**src/rtl/lighthouse_sensor_conditioner.sv**
```systemverilog
// Photodiode front end: synchronize and deglitch each sensor, measure high-pulse
// widths, and serialize the width records through a round-robin output register.
module lighthouse_sensor_lane #(
  parameter int FILTER_LEN = 4,
  parameter int WIDTH_BITS = 16
) (
  input  logic                  clk,
  input  logic                  reset_n,
  input  logic                  raw,
  input  logic                  load,
  output logic                  clean,
  output logic                  pend,
  output logic                  ovf,
  output logic [WIDTH_BITS-1:0] pend_width
);
  logic                  sync1, sync2, clean_d, fall;
  logic [3:0]            stable_cnt;
  logic [WIDTH_BITS-1:0] width_cnt;

  assign fall = clean_d & ~clean;

  always_ff @(posedge clk or negedge reset_n) begin
    if (!reset_n) begin
      sync1      <= 1'b0;
      sync2      <= 1'b0;
      stable_cnt <= '0;
      clean      <= 1'b0;
      clean_d    <= 1'b0;
      width_cnt  <= '0;
      pend       <= 1'b0;
      ovf        <= 1'b0;
      pend_width <= '0;
    end else begin
      sync1   <= raw;
      sync2   <= sync1;
      clean_d <= clean;
      // Level flips only after FILTER_LEN consecutive disagreeing samples.
      if (stable_cnt == 4'(FILTER_LEN)) begin
        clean      <= ~clean;
        stable_cnt <= '0;
      end else if (sync2 != clean) begin
        stable_cnt <= stable_cnt + 4'd1;
      end else begin
        stable_cnt <= '0;
      end
      if (!clean)
        width_cnt <= '0;
      else if (width_cnt != '1)
        width_cnt <= width_cnt + 1'b1;
      // A fresh capture beats a same-cycle load; overwriting an unsent width is sticky.
      if (fall) begin
        pend_width <= width_cnt;
        pend       <= 1'b1;
        ovf        <= load ? 1'b0 : (ovf | pend);
      end else if (load) begin
        pend <= 1'b0;
        ovf  <= 1'b0;
      end
    end
  end
endmodule

module lighthouse_sensor_conditioner #(
  parameter int NUM_SENSORS = 32,
  parameter int FILTER_LEN  = 4,
  parameter int WIDTH_BITS  = 16
) (
  input  logic                   clk,
  input  logic                   reset_n,
  input  logic [NUM_SENSORS-1:0] sensor_raw,
  output logic [NUM_SENSORS-1:0] sensor_clean,
  output logic                   event_valid,
  input  logic                   event_ready,
  output logic [4:0]             event_channel,
  output logic [WIDTH_BITS-1:0]  event_width,
  output logic                   event_overflow
);
  logic [NUM_SENSORS-1:0]                 pend, ovf;
  logic [NUM_SENSORS-1:0][WIDTH_BITS-1:0] pend_width;
  logic [4:0]                             last, grant, lo, hi;
  logic                                   any_pend, hi_found, load, sel_ovf;
  logic [WIDTH_BITS-1:0]                  sel_width;

  for (genvar i = 0; i < NUM_SENSORS; i++) begin : g_lane
    lighthouse_sensor_lane #(.FILTER_LEN(FILTER_LEN), .WIDTH_BITS(WIDTH_BITS)) u_lane (
      .clk        (clk),
      .reset_n    (reset_n),
      .raw        (sensor_raw[i]),
      .load       (load && (grant == 5'(i))),
      .clean      (sensor_clean[i]),
      .pend       (pend[i]),
      .ovf        (ovf[i]),
      .pend_width (pend_width[i])
    );
  end

  // Round robin: lowest pending index above last grant, else lowest overall.
  always_comb begin
    lo        = '0;
    hi        = '0;
    any_pend  = 1'b0;
    hi_found  = 1'b0;
    sel_width = '0;
    sel_ovf   = 1'b0;
    for (int i = NUM_SENSORS - 1; i >= 0; i--) begin
      if (pend[i]) begin
        lo       = 5'(i);
        any_pend = 1'b1;
        if (5'(i) > last) begin
          hi       = 5'(i);
          hi_found = 1'b1;
        end
      end
    end
    grant = hi_found ? hi : lo;
    for (int i = 0; i < NUM_SENSORS; i++) begin
      if (5'(i) == grant) begin
        sel_width = pend_width[i];
        sel_ovf   = ovf[i];
      end
    end
  end

  assign load = any_pend && (!event_valid || event_ready);

  always_ff @(posedge clk or negedge reset_n) begin
    if (!reset_n) begin
      last           <= 5'(NUM_SENSORS - 1);
      event_valid    <= 1'b0;
      event_channel  <= '0;
      event_width    <= '0;
      event_overflow <= 1'b0;
    end else if (load) begin
      last           <= grant;
      event_valid    <= 1'b1;
      event_channel  <= grant;
      event_width    <= sel_width;
      event_overflow <= sel_ovf;
    end else if (event_ready) begin
      event_valid <= 1'b0;
    end
  end
endmodule

```
**config.mk**
```make
export PLATFORM = sky130hd
export DESIGN_NAME = lighthouse_sensor_conditioner
export DESIGN_NICKNAME = d
export VERILOG_FILES = /design/src/rtl/lighthouse_sensor_conditioner.sv
export SDC_FILE = /design/constraint.sdc
export NUM_CORES = 2
export LEC_CHECK = 0
export CAP_MARGIN = 10
export CORE_ASPECT_RATIO = 0.5
export CORE_MARGIN = 2
export CORE_UTILIZATION = 35
export CTS_CLUSTER_DIAMETER = 30
export DETAILED_ROUTE_END_ITERATION = 6
export HOLD_SLACK_MARGIN = 0.02
export PLACE_DENSITY = 0.46
export SLEW_MARGIN = 20
export SYNTH_ARGS = -nofsm -noshare
export SYNTH_HDL_FRONTEND = slang
export SYNTH_SLANG_ARGS = --single-unit
```
**constraint.sdc**
```tcl
create_clock -name clk -period 5.3 [get_ports clk]
set_input_delay 0.795 -clock clk [delete_from_list [all_inputs] [get_ports clk]]
set_output_delay 0.795 -clock clk [all_outputs]
set_load 0.1 [all_outputs]
```
== Word level (Yosys, flattened, before mapping) ==
Cells that the tools add are included.

* Bits of input ports: 35
* Register bits after elaboration: 1372
* Output and inout bits: 55

* Bitwise logic cells: 96
* Equality and inequality tests: 190
* Mux-type cells: 515
* Add/subtract/negate cells: 64
* $lt $le $gt $ge: 32
* Reductions and logical operators: 69

{| class="wikitable"
|+ Operators with widths
! kind !! number
|-
| $mux 16 || 96
|-
| $add 16x1->16 const B || 32
|-
| $ne 16x16->1 const B || 32
|-
| $mux 5 || 97
|-
| $mux 1 || 258
|-
| $mux 4 || 64
|-
| $add 4x1->4 const B || 32
|-
| $eq 4x3->1 const B || 32
|-
| $eq 5x5->1 const A || 16
|-
| $eq 5x5->1 const B || 16
|-
| $gt 5x5->1 const A || 16
|-
| $reduce_bool 2->1 || 33
|-
| $ne 2x2->1 const B || 32
|-
| $eq 4x5->1 const A || 8
|-
| $eq 5x4->1 const B || 8
|-
| $gt 4x5->1 const A || 8
|-
| $logic_and 1x1->1 || 33
|-
| $and 1x1->1 || 32
|-
| $ne 1x1->1 || 32
|-
| $not 1->1 || 32
|-
| $or 1x1->1 || 32
|-
| $eq 3x5->1 const A || 4
|-
| $eq 5x3->1 const B || 4
|-
| $gt 3x5->1 const A || 4
|-
| 9 further kinds || 13
|}

== Depth between registers and ports, before layout ==
* Depth after elaboration: 99
* Depth in mapped cells: 20
* Mapped depth without buffers: 12

== By module ==
A second synthesis with hierarchy kept.

* Cells, all modules: 6302
* Area total of the unflattened synthesis: 67253.3 sq um

{| class="wikitable"
|+ By module, submodules not included
! module !! area an instance (sq um) !! times used !! cells an instance
|-
| lighthouse_sensor_lane at g_lane[0].u_lane ... || 1848.0 || 31 || 156
|-
| lighthouse_sensor_conditioner || 8104.0 || 1 || 1307
|-
| lighthouse_sensor_lane at g_lane[9].u_lane || 1860.5 || 1 || 159
|}

== Least setup slack after synthesis ==
OpenSTA, ideal clock, no wires.

* Kind: flip-flop to flip-flop
* Start: register last[0]
* End: register event_width[6]
* Stages on the path, launching flop included: 18
* Arrival time: 3.727 ns
* Required time: 5.173 ns
* Setup slack: 1.447 ns
* Library setup time: 0.127 ns
* Path through: dfstp_2 buf_2 buf_2 o211ai_1 a22o_1 nor4_2 nand4_2 o31ai_1 a21o_1 buf_4 buf_4 buf_4 mux2i_1 o22ai_1 a311oi_1 o2111ai_1 o31ai_1 a21oi_1

* Cells in the longest elaborated chain, start to end: 99
* Elaborated cells between the ends (all ways): 225

{| class="wikitable"
|+ RTL lines
! element !! line !! RTL
|-
| start: declaration || 80 || <nowiki>logic [4:0] last, grant, lo, hi;</nowiki>
|-
| start signal: assignment || 128 || <nowiki>last <= 5'(NUM_SENSORS - 1);</nowiki>
|-
| start signal: assignment || 134 || <nowiki>last <= grant;</nowiki>
|-
| $gt 5x5->1 || 109 || <nowiki>if (5'(i) > last) begin</nowiki>
|-
| $mux 5 or $mux 1 (tied branches) || 109 ||
|-
| $mux 5 or $mux 1 (tied branches) || 106 || <nowiki>if (pend[i]) begin</nowiki>
|-
| $mux 5 or $mux 1 (tied branches) || 109 ||
|-
| $mux 5 or $mux 1 (tied branches) || 106 ||
|-
| $mux 5 or $mux 1 (tied branches) || 109 ||
|-
| $mux 5 or $mux 1 (tied branches) || 106 ||
|-
| $mux 5 or $mux 1 (tied branches) || 109 ||
|-
| [... 53 more ...] || -- ||
|-
| $mux 5 or $mux 1 (tied branches) || 109 ||
|-
| $mux 5 or $mux 1 (tied branches) || 106 ||
|-
| $mux 5 or $mux 1 (tied branches) || 109 ||
|-
| $mux 5 or $mux 1 (tied branches) || 106 ||
|-
| $mux 5 * || 115 || <nowiki>grant = hi_found ? hi : lo;</nowiki>
|-
| $logic_not 5->1 || 117 || <nowiki>if (5'(i) == grant) begin</nowiki>
|-
| $mux 16 (31 in series) || 117 ||
|-
| $mux 16 * || 117 ||
|-
| end signal: assignment || 137 || <nowiki>event_width <= sel_width;</nowiki>
|-
| end: declaration || 75 || <nowiki>output logic [WIDTH_BITS-1:0] event_width,</nowiki>
|}

Every way passes the cells marked *; elsewhere a longest branch is shown, timed or not.
A chain may end at the register's enable or synchronous reset.

== Final worst setup path ==
* Start: register last[0]
* End: register event_width[0]

The elaborated chain is that of the path after synthesis.

==> metrics.txt <==
Pwr Density=637 nW/um^2; Synth area leaders=dfrtp_1 53%, mux2_2 8.9%, nor2_1 3.6%, xor2_1 3.6%, nand2_1 3.4%; first-pass GRT wire length=336 mm; die area=188000 um^2; cell accounting for the most synthesized area=dfrtp_1; CP most frequent cell=a21oi_1; Mapped Cells=between 6000 and 7000; antenna violations before repair=24; fmax=around 0.19 GHz; Final ANT Viol Nets=0; worst r2r src=last[0]$_DFFE_PN1P_; Final TNS setup=0 ns; Worst path top cell family by delay=compound AO/OA/AOI/OAI gates; Final Cycle Share=0.986; final std cells w/o fill=between 8000 and 9000; residual DRC count=8; core area=between 150000 and 200000 um^2; Fill cells=approximately 17000; min Tclk post-route=roughly 5.2 ns; Die H=308 um; CP endpoint kind=flip-flop; number of DRC markers in iteration 0=roughly 5000; Crit path largest cell delay=0.71 ns; Yosys warnings=0; root buf cell=clkbuf_16; Power Total=about 50 mW; Synth top area share=0.530; clock slew at reported path FFs=0.05 ns; Layout area overhead=19.6%; average vias per placed instance=5.49; final max-slew violation count=0; I/O Buffers=89; Static Leak=34.7 nW; type of the worst setup path=reg -> reg; Worst-Skew Late Latency=between 0.8 and 0.9 ns; CP Buf/Inv Count=2; GRT Total Usage=0.242; Mapped Nets=just over 6000; run status=complete, but fails checks; TritonCTS Sinks=between 1000 and 1500; final wirelength=approximately 230 mm; failing checks=design-rule violations; vias in the first global route=approximately 48000; hold_sp=g_lane[30].u_lane.sync1$_DFF_PN0_; fraction of registers with async set/reset=1.00; largest registers=g_lane.u_lane.pend_width x512, g_lane.u_lane.width_cnt x512, g_lane.u_lane.stable_cnt x128; First-pass DRT Iterations=7; largest net degree at the start of global routing=between 150 and 200; total CTS buffers=around 230; layout cells sized above 1=0.183; area of the mapped netlist=between 60000 and 70000 um^2; Worst-Margin Slew=1.16 ns; FF+latch count, synth=roughly 1400; Synth Flop Type=dfrtp_1; cell depth of the worst hold path=0; number of flops mapped to enable cells by yosys=0; crit path cell chain=buf_4 > o21ai_0 > a32oi_1 > nand2_1 > a2111oi_1 > a21oi_1 > o211a_1 > buf_4 > a21oi_1 > o22ai_1 > a21oi_1 > o21ai_0 > a221oi_2 > o21ai_1; Worst Path Arrival=~5.9 ns; worst r2r dst=event_width[0]$_DFFE_PN0P_; hold endpoint=g_lane[30].u_lane.sync2$_DFF_PN0_; Max Cap Viol=0; Setup violations, final=0; GRT overflow=0; register area=34400 um^2; Mapped Avg Cell Area=between 10 and 15 um^2; Rows=111; vias post-DR=~49000; most frequent cells in the layout=1367 x dfrtp_1, 617 x nor2_1, 588 x nand2_1; R2R cell count=14; I/O Pins=90; r2r setup slk=about 0.075 ns; register area share after synthesis=0.532; Worst Path Required=between 5 and 6 ns; worst min path class=reg -> reg; Fin Hold WS=0.344 ns; placed cell count=roughly 8500; area of the multi-input gates=28400 um^2; slew margin rel.=0.226; fin worst setup slack=about 0.075 ns; DP Worst Slack=-0.398 ns; slowest CP cell=dfstp_4; routability cong.=a little under 1; Initial Util=0.352; Wirelength per Cell=roughly 26 um; Die W=around 610 um; H-tree levels=4; commonest non-fill, non-tap cell in the layout=dfrtp_1; final net count=6415; DP Wirelength=between 150 and 200 mm; VDD IR max=slightly above 0.8 mV; CTS tree=built; CP max FO=22; startpoint types=flip-flop; post-synth cell types=97; clk_skew=0.0441 ns; final-report hold violation count=0; Longest Clk Path Bufs=4
## final cells by class
class / count / share of cell area
well taps: 2429 / 0.0394
clock inverters: 150 / 0.0246
inverters: 125 / 0.00608
repair buffers: 299 / 0.0373
flip-flops and latches: 1372 / 0.445
multi-input cells: 4258 / 0.368
diodes: 1 / 0.0000324
clock buffers: 266 / 0.0787
## cells by family (layout without fill, tap and decap cells)
group / after synthesis / after routing / share of synthesized area
XOR/XNOR: 496 / 496 / 0.0674
AND/OR/NAND/NOR: 2186 / 2186 / 0.162
multiplexers: 580 / 580 / 0.0999
buffers and inverters: 409 / 840 / 0.0294
adder cells (fa/ha/maj): 97 / 97 / 0.0188
AO/OA/AOI/OAI: 899 / 899 / 0.0901
other: 0 / 1 / 0
flip-flops: 1372 / 1372 / 0.532
## report_power, final
part	switching, mW	internal, mW	leakage (nW)
logic	13.8	6.18	12.5
clock network	5.72	9.65	3.84
registers	2.03	11.8	18.3
## through the flow
stage          instance area (um^2)  utilization
5_1_grt                       77100        0.421
3_5_place_dp                  68900        0.376
3_3_place_gp                  68900        0.376
2_1_floorplan                 64500            -
6_report                      77100        0.421
4_1_cts                       76900        0.420
## cell usage after synthesis (11+ instances only)
cell,n
a211oi_1,22
a21boi_0,20
a21oi_1,222
a22oi_1,18
a2bb2oi_1,11
a311oi_1,13
a31oi_1,71
a32oi_1,13
and2_1,158
and3_1,124
and4_1,18
and4b_1,13
buf_2,73
buf_4,56
clkbuf_1,138
clkinv_1,16
dfrtp_1,1367
ha_1,96
inv_1,108
mux2_2,509
mux2i_1,71
nand2_1,588
nand2b_1,20
nand3_1,280
nand3b_1,34
nand4_1,84
nor2_1,621
nor2b_1,32
nor3_1,88
nor4_1,19
o2111ai_1,11
o211a_1,18
o211ai_1,34
o21ai_0,232
o21ai_1,13
o221ai_1,19
o22ai_1,35
o31ai_1,18
or3_1,60
xnor2_1,230
xor2_1,266
## how the worst max path moves through the flow
stage	startpoint	to	slack (ns)	cells after the start
detailed placement	last[1]$_DFFE_PN1P_	event_width[5]$_DFFE_PN0P_	-0.40	13
CTS	last[2]$_DFFE_PN1P_	event_width[3]$_DFFE_PN0P_	0.02	15
global placement	last[1]$_DFFE_PN1P_	event_width[5]$_DFFE_PN0P_	-0.47	13
floorplan	last[0]$_DFFE_PN1P_	event_width[6]$_DFFE_PN0P_	1.45	17
finish	last[0]$_DFFE_PN1P_	event_width[0]$_DFFE_PN0P_	0.08	14
global route	last[1]$_DFFE_PN1P_	event_width[3]$_DFFE_PN0P_	-0.0009	16
## metal layers
metal	vias to the layer above	GRT usage	part of all wire
met5	-	0	0.00016
met4	6	0.0484	0.019
met3	286	0.0614	0.086
met2	1679	0.326	0.39
met1	25123	0.382	0.50
li1	21746	-	-
## repair_timing
item	4_1_cts	5_1_grt
setup endpoints to repair	7	11
gates cloned	0	0
hold buffers	1	0
setup buffers	1	9
resized for setup	7	10
pin swaps	1	2
endpoints found under the hold margin	55	0
(Power assumes the default switching activity.)
